===== config.mk =====
export PLATFORM = sky130hd
export DESIGN_NAME = n2tl_prb_tracker
export DESIGN_NICKNAME = d
export VERILOG_FILES = /design/src/rtl/n2tl_prb_tracker.sv
export SDC_FILE = /design/constraint.sdc
export NUM_CORES = 1
export LEC_CHECK = 0
export CAP_MARGIN = 10
export CORE_UTILIZATION = 55
export CTS_BUF_LIST = sky130_fd_sc_hd__clkbuf_16
export DETAILED_ROUTE_END_ITERATION = 16
export PLACE_DENSITY_LB_ADDON = 0.08
export RECOVER_POWER = 100
export SETUP_SLACK_MARGIN = 0.4
export SYNTH_ARGS = -nofsm -noshare
export SYNTH_HDL_FRONTEND = slang
export SYNTH_SLANG_ARGS = --single-unit

===== constraint.sdc =====
create_clock -name clk -period 5.3 [get_ports clk]
set_input_delay 0.795 -clock clk [delete_from_list [all_inputs] [get_ports clk]]
set_output_delay 0.795 -clock clk [all_outputs]
set_load 0.05 [all_outputs]

===== src/rtl/n2tl_prb_tracker.sv =====
// Probe-service tracker: queues TL2N Probe requests in a small FIFO and walks
// each one through cache-read / data-wait / done, driving the ProbeAck header.
module n2tl_prb_tracker #(
  parameter int DEPTH  = 4,
  parameter int SIZE_W = 4,
  parameter int SRC_W  = 26,
  parameter int ADDR_W = 64,
  parameter int TMO_W  = 16
) (
  input  logic                   clk,
  input  logic                   reset_,
  input  logic                   b_valid,
  output logic                   b_ready,
  input  logic [SIZE_W-1:0]      b_size,
  input  logic [SRC_W-1:0]       b_source,
  input  logic [ADDR_W-1:0]      b_address,
  input  logic                   b_no_data,
  input  logic [TMO_W-1:0]       tmo_limit,
  input  logic                   prb_displ_gen_ack,
  input  logic                   probe_req_done,
  output logic                   probe_req_ack,
  output logic                   prb_displ_gen_en,
  output logic                   prb_flush_wait,
  output logic                   prb_ack_w_data,
  output logic                   prb_ack_no_data,
  output logic [SIZE_W-1:0]      c_prb_ack_size,
  output logic [SRC_W-1:0]       c_prb_ack_source,
  output logic [ADDR_W-1:0]      c_prb_ack_address,
  output logic                   prb_timeout,
  output logic [7:0]             prb_tmo_cnt,
  output logic [$clog2(DEPTH):0] prb_fifo_cnt,
  output logic                   prb_busy
);
  localparam int PW = $clog2(DEPTH);
  localparam logic [PW:0] PTR_INC = 1;

  typedef struct packed {
    logic              no_data;
    logic [SIZE_W-1:0] size;
    logic [SRC_W-1:0]  source;
    logic [ADDR_W-1:0] address;
  } prb_ent_t;

  typedef enum logic [3:0] {
    IDLE     = 4'b0001,
    CACHE_RD = 4'b0010,
    DATA_WT  = 4'b0100,
    DONE     = 4'b1000
  } state_t;

  prb_ent_t         mem [DEPTH];
  prb_ent_t         head;
  logic [PW:0]      wr_ptr, rd_ptr;
  logic             full, empty, push, pop;
  state_t           state;
  logic [TMO_W-1:0] tmo_cnt;
  logic             tmo_hit;

  // Wrap bit distinguishes full from empty when the index bits match.
  assign full         = (wr_ptr[PW] != rd_ptr[PW]) && (wr_ptr[PW-1:0] == rd_ptr[PW-1:0]);
  assign empty        = (wr_ptr == rd_ptr);
  assign b_ready      = !full;
  assign push         = b_valid && !full;
  assign pop          = (state == DONE);
  assign head         = mem[rd_ptr[PW-1:0]];
  assign prb_fifo_cnt = wr_ptr - rd_ptr;
  assign prb_busy     = (state != IDLE);
  assign tmo_hit      = (tmo_limit != '0) && (tmo_cnt == tmo_limit - TMO_W'(1));

  always_ff @(posedge clk)
    if (push) mem[wr_ptr[PW-1:0]] <= {b_no_data, b_size, b_source, b_address};

  always_ff @(posedge clk or negedge reset_) begin
    if (!reset_) begin
      wr_ptr <= '0;
      rd_ptr <= '0;
    end else begin
      if (push) wr_ptr <= wr_ptr + PTR_INC;
      if (pop)  rd_ptr <= rd_ptr + PTR_INC;
    end
  end

  always_ff @(posedge clk or negedge reset_) begin
    if (!reset_) begin
      state             <= IDLE;
      tmo_cnt           <= '0;
      probe_req_ack     <= 1'b0;
      prb_displ_gen_en  <= 1'b0;
      prb_flush_wait    <= 1'b0;
      prb_ack_w_data    <= 1'b0;
      prb_ack_no_data   <= 1'b0;
      c_prb_ack_size    <= '0;
      c_prb_ack_source  <= '0;
      c_prb_ack_address <= '0;
      prb_timeout       <= 1'b0;
      prb_tmo_cnt       <= '0;
    end else begin
      probe_req_ack <= 1'b0;
      prb_timeout   <= 1'b0;
      case (state)
        IDLE: if (!empty) begin
          c_prb_ack_size    <= head.size;
          c_prb_ack_source  <= head.source;
          c_prb_ack_address <= head.address;
          probe_req_ack     <= 1'b1;
          prb_displ_gen_en  <= 1'b1;
          prb_ack_no_data   <= head.no_data;
          prb_ack_w_data    <= !head.no_data;
          tmo_cnt           <= '0;
          state             <= CACHE_RD;
        end
        CACHE_RD: begin
          // A done pulse here is dropped; only the ack advances.
          if (prb_displ_gen_ack) begin
            prb_displ_gen_en <= 1'b0;
            prb_flush_wait   <= 1'b1;
            tmo_cnt          <= '0;
            state            <= DATA_WT;
          end else if (tmo_hit) begin
            state <= DONE;
          end else begin
            tmo_cnt <= tmo_cnt + TMO_W'(1);
          end
        end
        DATA_WT: begin
          if (probe_req_done) begin
            prb_flush_wait  <= 1'b0;
            prb_ack_w_data  <= 1'b0;
            prb_ack_no_data <= 1'b0;
            state           <= DONE;
          end else if (tmo_hit) begin
            state <= DONE;
          end else begin
            tmo_cnt <= tmo_cnt + TMO_W'(1);
          end
        end
        DONE:    state <= IDLE;
        default: state <= IDLE;
      endcase
      // Expiry abandons the service: drop every event and log it.
      if ((state == CACHE_RD && !prb_displ_gen_ack && tmo_hit) ||
          (state == DATA_WT && !probe_req_done && tmo_hit)) begin
        prb_displ_gen_en <= 1'b0;
        prb_flush_wait   <= 1'b0;
        prb_ack_w_data   <= 1'b0;
        prb_ack_no_data  <= 1'b0;
        prb_timeout      <= 1'b1;
        if (prb_tmo_cnt != 8'hFF) prb_tmo_cnt <= prb_tmo_cnt + 8'd1;
      end
    end
  end
endmodule


==> results.md <==
- Outcome: complete, but fails checks
- Failing checks: max-capacitance violations, max-slew violations
- Kind of critical path: reg -> reg
- Final min period: roughly 4.3 ns
- Critical path endpoint category: register
- Busiest grt layer: met2
- Largest net degree at the start of global routing: between 90 and 100
- Clock transition at path regs: ~0.060 ns
- Drt initial violations: ~800
- RR Endpoint: mem[0][80]
- Port-buffer cells: about 230
- First-pass GRT wire length: 62400 um
- Max VDD drop: between 0.3 and 0.4 mV
- Worst path bufs/invs: 2
- Overflow after GRT: 0
- Syn-to-layout area delta: 21.1%
- I/O pin count: ~230
- Crit Path Max Fanout: 56
- Critical Path End: mem[0][80]
- Setup crit start: rd_ptr[1]
- Crit path cell chain: inv_1 > ha_1 > nand3b_1 > and3_2 > clkbuf_2
- Drt total wl: ~40000 um
- M1 GR Usage: between 30% and 40%
- CTS resizes: 0
- Flop-to-flop setup slack: slightly below 1 ns
- Maximum clock frequency: between 200 and 250 MHz
- PwrDens: roughly 570 nW/um2
- CP Depth: 5
- Layout Nets: roughly 1600
- Post-synth EDFFs: 380
- Critical path data arrival time: about 4.5 ns
- Die X: about 190 um
- Final core occ: between 60% and 70%
- Post-DR vias/cell: between 5 and 6
- RSZ-0062 raised after global routing: no
- Leak: ~8.9 nW
- Fraction of registers with async set/reset: between 20% and 30%
- Slew HR: -96.3%
- Via count: about 11000
- Worst Tran Pin Value: 2.94 ns
- Bufs on Longest Clock Path: 3
- Critical path's largest stage delay: approximately 1.3 ns
- Netlist area before placement: ~20000 um2
- Worst r2r path cells: 5
- # setup viols final: 0
- Die Footprint: 36800 um2
- Placer Congestion: between 0.8 and 0.9
- TritonRoute pass-1 iters: 4
- Syn_nets: 1311
- Cell Rows: a little under 70
- Slowest CP cell: and3_2
- Count of different cell masters after synthesis: between 60 and 70
- Antenna Nets Post-Route: 0
- Period utilisation layout: around four fifths
- CP top delay family: simple AND/OR/NAND/NOR gates
- Avg Inst Size Synth: ~17 um2
- Setup TNS: 0 ns
- Synthesized flop and latch total: a little over 500
- H-tree lvl count: 2
- CTS buffer count: 50
- Synth Flop Type: edfxtp_1
- DRC Markers: 0
- Hold Crit Class: reg -> reg
- Die Ht: between 150 and 200 um
- Post CTS Setup Buffer Count: 0
- Final setup skew: 0.0111 ns
- Hold buffer count at CTS: 0
- Core area: about 36000 um2
- Crit path launch type: register
- Initial Utilization: between 50 and 60%
- Sink Count: 514
- Part of the Yosys area used for sequential elements: 74.4%
- Clk_lat worst skew: ~0.58 ns
- Met3 GRT Util: 4.60%
- WL per Instance: between 20 and 25 um
- Final Hold Viols: 0
- Syn Inst Count: 1184
- Max-slew violation count: 361
- M2 GR Usage: between 30 and 40%
- Vias in the first global route: between 10000 and 15000
- DP HPWL: approximately 24000 um
- WP data required: around 5.5 ns
- Antenna violations before repair: 13
- Synth warn: 0
- Root buf cell: clkbuf_16
- Worst r2r src: rd_ptr[1]
- Layout cells sized above 1: about 13%
- Max_cap viols: 7
- CTS tree: built
- Tot GR Track Use: between 20% and 30%
## worst min-delay path by stage
stage,slack [ns],to,cells past startpoint,from
2_1_floorplan,0.46,wr_ptr[2],1,wr_ptr[2]
3_3_place_gp,0.46,c_prb_ack_address[26],2,c_prb_ack_address[26]
3_5_place_dp,0.46,c_prb_ack_source[9],2,c_prb_ack_source[9]
4_1_cts,0.34,c_prb_ack_address[27],1,reset_
5_1_grt,0.49,c_prb_ack_address[4],2,c_prb_ack_address[4]
6_report,0.46,c_prb_ack_address[28],2,c_prb_ack_address[28]
## through the flow
step	instance area [um2]	std cells	hold WS (ns)	worst slack (ns)	power (mW)
6_report	24000	1928	0.464	0.979	13.8
5_1_grt	24000	1926	0.490	0.632	14.5
4_1_cts	24100	1923	0.341	1.33	14.2
3_5_place_dp	22600	1832	0.461	0.962	11.0
3_3_place_gp	22600	1832	0.457	1.07	10.9
2_1_floorplan	19800	1184	0.462	1.43	9.18
## tightest hold or removal path, delay by kind of cell, from the launching register on
family / cells / cell delay [ns]
and+or+nand+nor: 2 / 0.10
DFF: 1 / 0.33
## registers in the layout (all words and copies together) (netlist names)
register           flops
prb_ack_no_data        1
rd_ptr                 3
prb_tmo_cnt            8
prb_ack_w_data         1
c_prb_ack_source      26
mem                  380
c_prb_ack_address     64
tmo_cnt               16
c_prb_ack_size         4
state                  4
wr_ptr                 3
prb_flush_wait         1
probe_req_ack          1
prb_timeout            1
prb_displ_gen_en       1
## where the power goes
| part | switching (mW) | internal [mW] | total (mW) |
|---|---|---|---|
| clock | 1.42 | 1.73 | 3.15 |
| sequential | 0.416 | 5.43 | 5.84 |
| combinational | 3.27 | 1.54 | 4.81 |
## final cells by class
cell class / count / area [um2]
Clock inverter: 40 / 169
Multi-Input combinational cell: 602 / 4800
Sequential cell: 514 / 14800
Inverter: 13 / 51.3
Tap cell: 461 / 577
Clock buffer: 51 / 1280
Antenna cell: 5 / 12.5
Fill cell: 2518 / 11600
Timing Repair Buffer: 242 / 2360
## metal layers
layer,vias up,wire (um)
met1,5494,17300
met5,-,91
met3,69,2050
met4,14,793
li1,4948,-
met2,238,19800
## synthesized netlist by cell type (2+ instances only)
| library cell | number | share of area (%) |
|---|---|---|
| a21o_1 | 4 | 0.15 |
| a21oi_1 | 6 | 0.15 |
| a221o_1 | 2 | 0.10 |
| a22oi_1 | 2 | 0.076 |
| a31oi_1 | 5 | 0.16 |
| a41oi_1 | 2 | 0.088 |
| and2_1 | 2 | 0.063 |
| and3_1 | 9 | 0.28 |
| buf_1 | 11 | 0.21 |
| buf_6 | 2 | 0.11 |
| clkbuf_1 | 39 | 0.74 |
| clkbuf_2 | 2 | 0.050 |
| dfrtp_1 | 133 | 17 |
| edfxtp_1 | 380 | 58 |
| ha_1 | 10 | 0.63 |
| inv_1 | 12 | 0.23 |
| mux2i_1 | 4 | 0.20 |
| mux4_2 | 95 | 11 |
| nand2_1 | 307 | 5.8 |
| nand2b_1 | 6 | 0.19 |
| nand3_1 | 16 | 0.40 |
| nand3b_1 | 2 | 0.076 |
| nand4_1 | 7 | 0.22 |
| nor2_1 | 12 | 0.23 |
| nor3_1 | 9 | 0.23 |
| nor4_1 | 3 | 0.095 |
| nor4b_1 | 4 | 0.18 |
| o211ai_1 | 13 | 0.49 |
| o21ai_0 | 11 | 0.28 |
| or3_1 | 2 | 0.063 |
| or4_1 | 10 | 0.38 |
| xnor2_1 | 23 | 1.0 |
| xor2_1 | 5 | 0.22 |
## layout by cell type, fill, tap and decap left out, types with 9 or more instances in the layout
cell             Yosys  final
nor2_1              12     12
inv_1               12     28
ha_1                10     10
clkinv_1             1     12
dlygate4sd3_1        0    209
nand2_1            307    307
clkbuf_16            0     51
clkinv_2             0     11
xnor2_1             23     23
mux4_2              95     95
nand3_1             16     16
o21ai_0             11     13
nor3_1               9      9
edfxtp_1           380    380
clkdlybuf4s50_1      0     18
o211ai_1            13     13
dfrtp_1            133    131
or4_1               10     10
## logic make-up after synthesis
logic type               count (synthesis)  synth area share (%)
AO/OA/AOI/OAI                           62                  2.28
XOR/XNOR                                28                  1.24
multiplexers                           100                  11.1
AND/OR/NAND/NOR                        401                  8.86
flip-flops                             514                  74.4
adder cells (fa/ha/maj)                 11                 0.732
buffers and inverters                   68                  1.39
Note: power is estimated with default switching activity, not from simulation.
